**config.mk**
```make
export PLATFORM = sky130hd
export DESIGN_NAME = rv_fifo_endpoint
export DESIGN_NICKNAME = d
export VERILOG_FILES = /design/src/rtl/rv_fifo_endpoint.sv
export SDC_FILE = /design/constraint.sdc
export NUM_CORES = 1
export LEC_CHECK = 0
export ABC_AREA = 1
export ABC_CLOCK_PERIOD_IN_PS = 3350
export BUFFER_PORTS_ARGS = -buffer_cell sky130_fd_sc_hd__buf_2
export CAP_MARGIN = 10
export CORE_MARGIN = 2
export CORE_UTILIZATION = 62
export CTS_CLUSTER_DIAMETER = 120
export CTS_CLUSTER_SIZE = 10
export DETAILED_ROUTE_END_ITERATION = 8
export GPL_TIMING_DRIVEN = 0
export PLACE_DENSITY = 0.8
export RECOVER_POWER = 25
export SKIP_CTS_REPAIR_TIMING = 1
export SYNTH_ARGS = -nofsm -noshare
export SYNTH_HDL_FRONTEND = slang
export SYNTH_SLANG_ARGS = --single-unit
```
**constraint.sdc**
```tcl
create_clock -name clk -period 3.35 [get_ports clk]
set_input_delay 0.335 -clock clk [delete_from_list [all_inputs] [get_ports clk]]
set_output_delay 0.335 -clock clk [all_outputs]
set_load 0.01 [all_outputs]
```
**src/rtl/rv_fifo_endpoint.sv**
```systemverilog
// Ready/valid FIFO endpoint for one AXI-lite bridge user port: writes push words, reads pop them in order.
// NONBLOCK=1 keeps both channels always ready/valid and flags overflow/underflow on werror_o/rerror_o.
module rv_fifo_endpoint #(
  parameter int DW       = 32,
  parameter int DEPTH    = 16,
  parameter bit NONBLOCK = 1'b0
) (
  input  logic                       clk,
  input  logic                       rst,
  input  logic                       wv_i,
  output logic                       wr_o,
  input  logic [DW-1:0]              wd_i,
  output logic                       werror_o,
  output logic                       rv_o,
  input  logic                       rr_i,
  output logic [DW-1:0]              rd_o,
  output logic                       rerror_o,
  output logic [$clog2(DEPTH):0]     level_o
);

  localparam int AW = $clog2(DEPTH);
  localparam logic [AW:0]   CNT_FULL = (AW+1)'(DEPTH);
  localparam logic [AW:0]   CNT_ONE  = (AW+1)'(1);
  localparam logic [AW-1:0] PTR_ONE  = AW'(1);

  logic [DW-1:0] r_mem [DEPTH];
  logic [AW-1:0] r_wptr;
  logic [AW-1:0] r_rptr;
  logic [AW:0]   r_count;

  logic w_full;
  logic w_empty;
  logic w_push;
  logic w_pop;
  logic w_pop_ok;
  logic w_push_ok;

  assign w_full  = (r_count == CNT_FULL);
  assign w_empty = (r_count == '0);

  // Ready/valid depend only on registered occupancy, never on wv_i/rr_i.
  assign wr_o = NONBLOCK ? 1'b1 : ~w_full;
  assign rv_o = NONBLOCK ? 1'b1 : ~w_empty;

  assign w_push    = wv_i & wr_o;
  assign w_pop     = rv_o & rr_i;
  assign w_pop_ok  = w_pop & ~w_empty;
  // A push into a full FIFO survives only if the same edge frees a slot.
  assign w_push_ok = w_push & (~w_full | w_pop_ok);

  assign werror_o = NONBLOCK & w_push & w_full & ~w_pop_ok;
  assign rerror_o = NONBLOCK & w_pop & w_empty;

  assign rd_o    = (NONBLOCK && w_empty) ? '0 : r_mem[r_rptr];
  assign level_o = r_count;

  always_ff @(posedge clk) begin
    if (rst) begin
      r_wptr  <= '0;
      r_rptr  <= '0;
      r_count <= '0;
    end else begin
      if (w_push_ok) r_wptr <= r_wptr + PTR_ONE;
      if (w_pop_ok)  r_rptr <= r_rptr + PTR_ONE;
      case ({w_push_ok, w_pop_ok})
        2'b10:   r_count <= r_count + CNT_ONE;
        2'b01:   r_count <= r_count - CNT_ONE;
        default: r_count <= r_count;
      endcase
    end
  end

  // Storage is not reset; a full-FIFO push+pop writes the slot being read, which is safe with a registered write.
  always_ff @(posedge clk) begin
    if (!rst && w_push_ok) r_mem[r_wptr] <= wd_i;
  end

endmodule

```
Word-level counts from Yosys, hierarchy flattened
Memories as Yosys holds them, arrays and structs flattened. A register that Yosys moved wholly into a read port is not among the register bits.
Index checks and enable logic that the tools add are counted.
- $add $sub $neg: 4
- equality and inequality tests: 3
- mux-type cells: 5
- bitwise gates (word level): 7
- reductions and logical operators: 4
- operators with widths (cell ; count):
    $pmux 5 s2 ; 1
    $add 4x1->4 const B ; 2
    $mux 4 ; 2
    $add 5x1->5 const B ; 1
    $eq 5x5->1 const B ; 1
    $logic_not 5->1 ; 1
    $sub 5x1->5 const B ; 1
    $and 1x1->1 ; 4
    $eq 2x1->1 const B ; 1
    $eq 2x2->1 const B ; 1
    $mux 1 ; 2
    $not 1->1 ; 2
    $reduce_bool 2->1 ; 1
    $logic_and 1x1->1 ; 1
    $logic_not 1->1 ; 1
    $or 1x1->1 ; 1
- register bits: 13
- memory bits (writable): 512
- input port bits: 36
- output and inout port bits: 41
- logic and storage cells: 27
- memories kept: 1
- memory list (memory ; depth ; width ; rd ports ; clocked after memory_dff ; wr ports ; RTL line ; RTL):
    r_mem ; 16 ; 32 ; 1 ; 1 ; 1 ; 26 ; logic [DW-1:0] r_mem [DEPTH];

Logic depth before layout (Yosys ltp)
- depth in word-level cells: 9
- gate-level depth with buffers: 16
- gate-level depth less buffers: 16

Worst setup path before layout
No wires, ideal clock.
- path type: reg2reg
- from: reg r_count[0], in the netlist level_o[0]
- to: mem r_mem[0][0] (enable)
- setup time: 421 ps
- data arrival time: 2441 ps
- required time: 2929 ps
- slack: 488 ps
- stages on the path, launching flop included: 7
- path buffers: 0
- period minus slack after synthesis: 2862 ps
- cells stage by stage: dfxtp_1 -> nor2_1 -> nand4_1 -> nand2_1 -> inv_2 -> nand2_1 -> nor2_1
- elaborated cells on any way between the ends: 12
- classes of those cells: 1 x eq/ne; 2 x mux; 7 x bitwise; 2 x reduce/logical
- RTL lines (element ; RTL line ; RTL):
    start, declared ; 29 ; logic [AW:0] r_count;
    start signal, assigned ; 66 ; 2'b10: r_count <= r_count + CNT_ONE;
    start signal, assigned ; 67 ; 2'b01: r_count <= r_count - CNT_ONE;
    start signal, assigned ; 68 ; default: r_count <= r_count;
    $eq 5x5->1 (*) ; 38 ; assign w_full = (r_count == CNT_FULL);
    $not 1->1 (*) ; 42 ; assign wr_o = NONBLOCK ? 1'b1 : ~w_full;
    named net wr_o ; 11 ; output logic wr_o,
    $and 1x1->1 / $or 1x1->1 (equally long branches) ; 45, 49 ;
    $and 1x1->1 (*) ; 49 ; assign w_push_ok = w_push & (~w_full | w_pop_ok);
    $logic_and 1x1->1 (*) ; 75 ; if (!rst && w_push_ok) r_mem[r_wptr] <= wd_i;
    $mux 1 (*) ; 75 ;
    $mux 1 (not written as such) (*) ; 75 ;
    end, declared ; 26 ;
Mark *: on every way through the listed nets, which the timed path passes. The rest lies on a longest branch.

==> summary.md <==
| Metric | Value |
|---|---|
| Status | complete, no violations |
| Critical Path RT | 3.01 ns |
| Rel. slew slack | 38.49% |
| Chip width | 194.2 um |
| Clock share of power | 30.0% |
| Worst r2r src | level_o[0] |
| Final period utilization | 99.66% |
| CP Capture Type | primary output |
| First-pass GRT wire length | 87.69 mm |
| Final nets | 1949 |
| Avg WL per Cell | 24.69 um |
| NetSw | 5896 uW |
| FP Rows | 69 |
| Area after DPL | 23930 sq um |
| DRC Markers | 0 |
| Clock Tree Root | clkbuf_16 |
| Area Growth Syn to Fin | 13.37% |
| Avg Inst Size Synth | 12.80 sq um |
| Cell depth of the worst hold path | 2 |
| Post-Syn Area | 22440 sq um |
| Clock Tree Buf Depth | 3 |
| RSZ-0062 raised after global routing | no |
| Vias per cell | 6.273 |
| Initial Utilization | 63.08% |
| Drt first pass iters | 6 |
| Worst Tran Pin Value | 0.9226 ns |
| P per Cell Area | 713.1 nW/um^2 |
| Fmax | 0.2995 GHz |
| Fill cells | 2272 |
| GRT overflow | 0 |
| Die ar. | 37730 sq um |
| Initial antenna violation count | 0 |
| Total of warnings raised by yosys | 0 |
| CTS Sinks | 529 |
| Switching share of power | 32.50% |
| Number of global-route vias before repair | 15063 |
| Yosys cell types | 25 |
| Sequential area share after synthesis | 70.04% |
| Share of power burned in registers | 41.2% |
| Max-cap violations | 0 |
| CP max FO | 10 |
| RR Endpoint | r_mem[6][7] |
| Worst r2r path cells | 7 |
| Flop-to-flop setup slack | 0.84 ns |
| Placer congestion estimate | 0.8452 |
| PortBufs | 74 |
| CTS buffer count | 58 |
| Detailed Place HPWL | 37.36 mm |
| Die Y | 194.2 um |
| Leakage | 0.009155 uW |
| Ports | 77 |
| Slew Viols, Final | 0 |
| Place WS | 0.6586 ns |
| Routed Antenna Nets | 0 |
| Largest net degree at the start of global routing | 26 |
| Initial drt markers | 1838 |
| Final setup violation count | 0 |
| Final hold viol count | 0 |
| Core Box Area | 35570 sq um |
| FF+latch count, synth | 529 |
| Internal power | 12240 uW |
| CTS H-tree depth | 2 |
| DR vias | 14911 |
| Clk_lat worst skew | 0.59 ns |
| HP Class | in -> reg |
| Comb pwr share | 28.7% |
| CTS clk-pin slew, worst paths | 0.05 ns |
| Worst hold slack | 0.04404 ns |
| Hold EP | r_wptr[2] |
| Final WL | 58.69 mm |
| Max VDD drop | 512.0 uV |
| ANT cells | 0 |
| Fraction of layout cells with a size suffix above 1 | 19.52% |
| Syn Inst Count | 1753 |
| Final worst slack | 0.01153 ns |
| Critical path startpoint category | register |
| Min Tclk post-route | 3.338 ns |
| Arr. time, crit path | 3.00 ns |
| Clock Skews | 0.02131 ns |
| Post-route cell area | 25440 sq um |
| Overall Global Routing Usage | 31.05% |
| Hold path start | rst |
| Setup Crit Path Kind | reg -> out |
| CTS tree | yes |
cells by family after synthesis:
kind of cell             count (synthesis)  synth area share (%)
flip-flops                             529                 70.04
AND/OR/NAND/NOR                        417                 8.130
AO/OA/AOI/OAI                          405                 13.08
buffers and inverters                  386                 7.996
adder cells (fa/ha/maj)                  9                0.5019
XOR/XNOR                                 6                0.2342
other                                    1               0.01671
flip-flops by register name, summed over array words and instances, names as in the netlist, named ones only:
register	cells
level_o	5
r_rptr	4
r_mem	512
r_wptr	4
cell usage after synthesis, drive strengths merged:
library cell | n | area, sq um
nand4 | 2 | 12.51
o21ai | 136 | 680.7
nand3 | 203 | 1016
conb | 1 | 3.750
inv | 278 | 1044
clkbuf | 25 | 93.84
o21bai | 1 | 7.510
nand2 | 187 | 701.9
dfxtp | 17 | 340.3
xor2 | 5 | 43.79
o211ai | 128 | 1111
buf | 83 | 656.9
nor2 | 25 | 93.84
xnor2 | 1 | 8.760
ha | 9 | 112.6
edfxtp | 512 | 15370
a21oi | 140 | 1136
power groups by stage:
stage	sequential [uW]	clock [uW]	combinational, uW
final	7480	5440	5210
after global routing	7490	5700	5550
after CTS	7480	5450	5160
after detailed placement	7610	0	5100
after global placement	7610	0	4910
after floorplan	7610	0	3300
layout make-up:
class / instances / area, sq um / share of cell area (%)
Multi-Input combinational cell: 839 / 5052 / 19.86
Buffer: 108 / 758.2 / 2.981
Inverter: 278 / 1044 / 4.102
Sequential cell: 529 / 15720 / 61.78
Tap cell: 461 / 576.8 / 2.268
Clock buffer: 71 / 1521 / 5.981
Timing Repair Buffer: 90 / 760.7 / 2.991
Clock inverter: 1 / 8.758 / 0.03443
cells in the final DEF (no fill, tap or decap), types with 2 or more instances in the layout:
cell / synthesis / final
a21oi_1: 24 / 24
a21oi_2: 116 / 116
buf_1: 7 / 6
buf_12: 0 / 3
buf_16: 0 / 13
buf_2: 30 / 82
buf_4: 11 / 11
buf_6: 34 / 34
clkbuf_1: 25 / 58
clkbuf_16: 0 / 59
conb_1: 1 / 2
dfxtp_1: 17 / 17
edfxtp_1: 512 / 512
ha_1: 9 / 9
inv_1: 271 / 271
inv_2: 7 / 7
nand2_1: 187 / 187
nand3_1: 203 / 203
nand4_1: 2 / 2
nor2_1: 25 / 9
nor2_4: 0 / 16
o211ai_1: 98 / 98
o211ai_2: 30 / 30
o21ai_0: 6 / 6
o21ai_1: 130 / 130
xor2_1: 5 / 5
worst max-delay path by stage:
| stage | from | to | slack, ns | cells after the start |
|---|---|---|---|---|
| detailed placement | register | rd_o[26] | 0.66 | 6 |
| CTS | register | rd_o[26] | 0.06 | 6 |
| global route | register | rd_o[13] | 0.004 | 6 |
| global placement | rst | r_mem[3][18] | -1.02 | 5 |
| floorplan | level_o[0] | r_mem[0][0] | 0.49 | 6 |
| finish | register | rd_o[13] | 0.01 | 6 |
worst max-delay path, cell delays in order (launching register included):
cell	delay, ns
dfxtp_1	0.38
clkbuf_1	0.55
clkdlybuf4s15_1	0.89
nand3_1	0.21
nand3_1	0.16
nand2_1	0.08
buf_2	0.14
per-stage QoR:
step / utilization, % / std cells / total power [uW] / setup TNS, ns
2_1_floorplan: - / 1754 / 10910 / 0
3_3_place_gp: 65.76 / 2289 / 12520 / -449.74
3_5_place_dp: 67.27 / 2305 / 12710 / 0
4_1_cts: 71.57 / 2377 / 18090 / 0
5_1_grt: 71.51 / 2377 / 18740 / 0
6_report: 71.51 / 2377 / 18140 / 0
routing by layer:
metal | wire length (um) | global-route usage, % | vias to the layer above
met3 | 6300 | 5.444 | 176
met4 | 2276 | 12.68 | 0
met5 | 0 | 0 | -
li1 | - | - | 6495
met1 | 21940 | 41.56 | 7220
met2 | 28180 | 50.96 | 1020
Power figures use the tool's default switching activity.
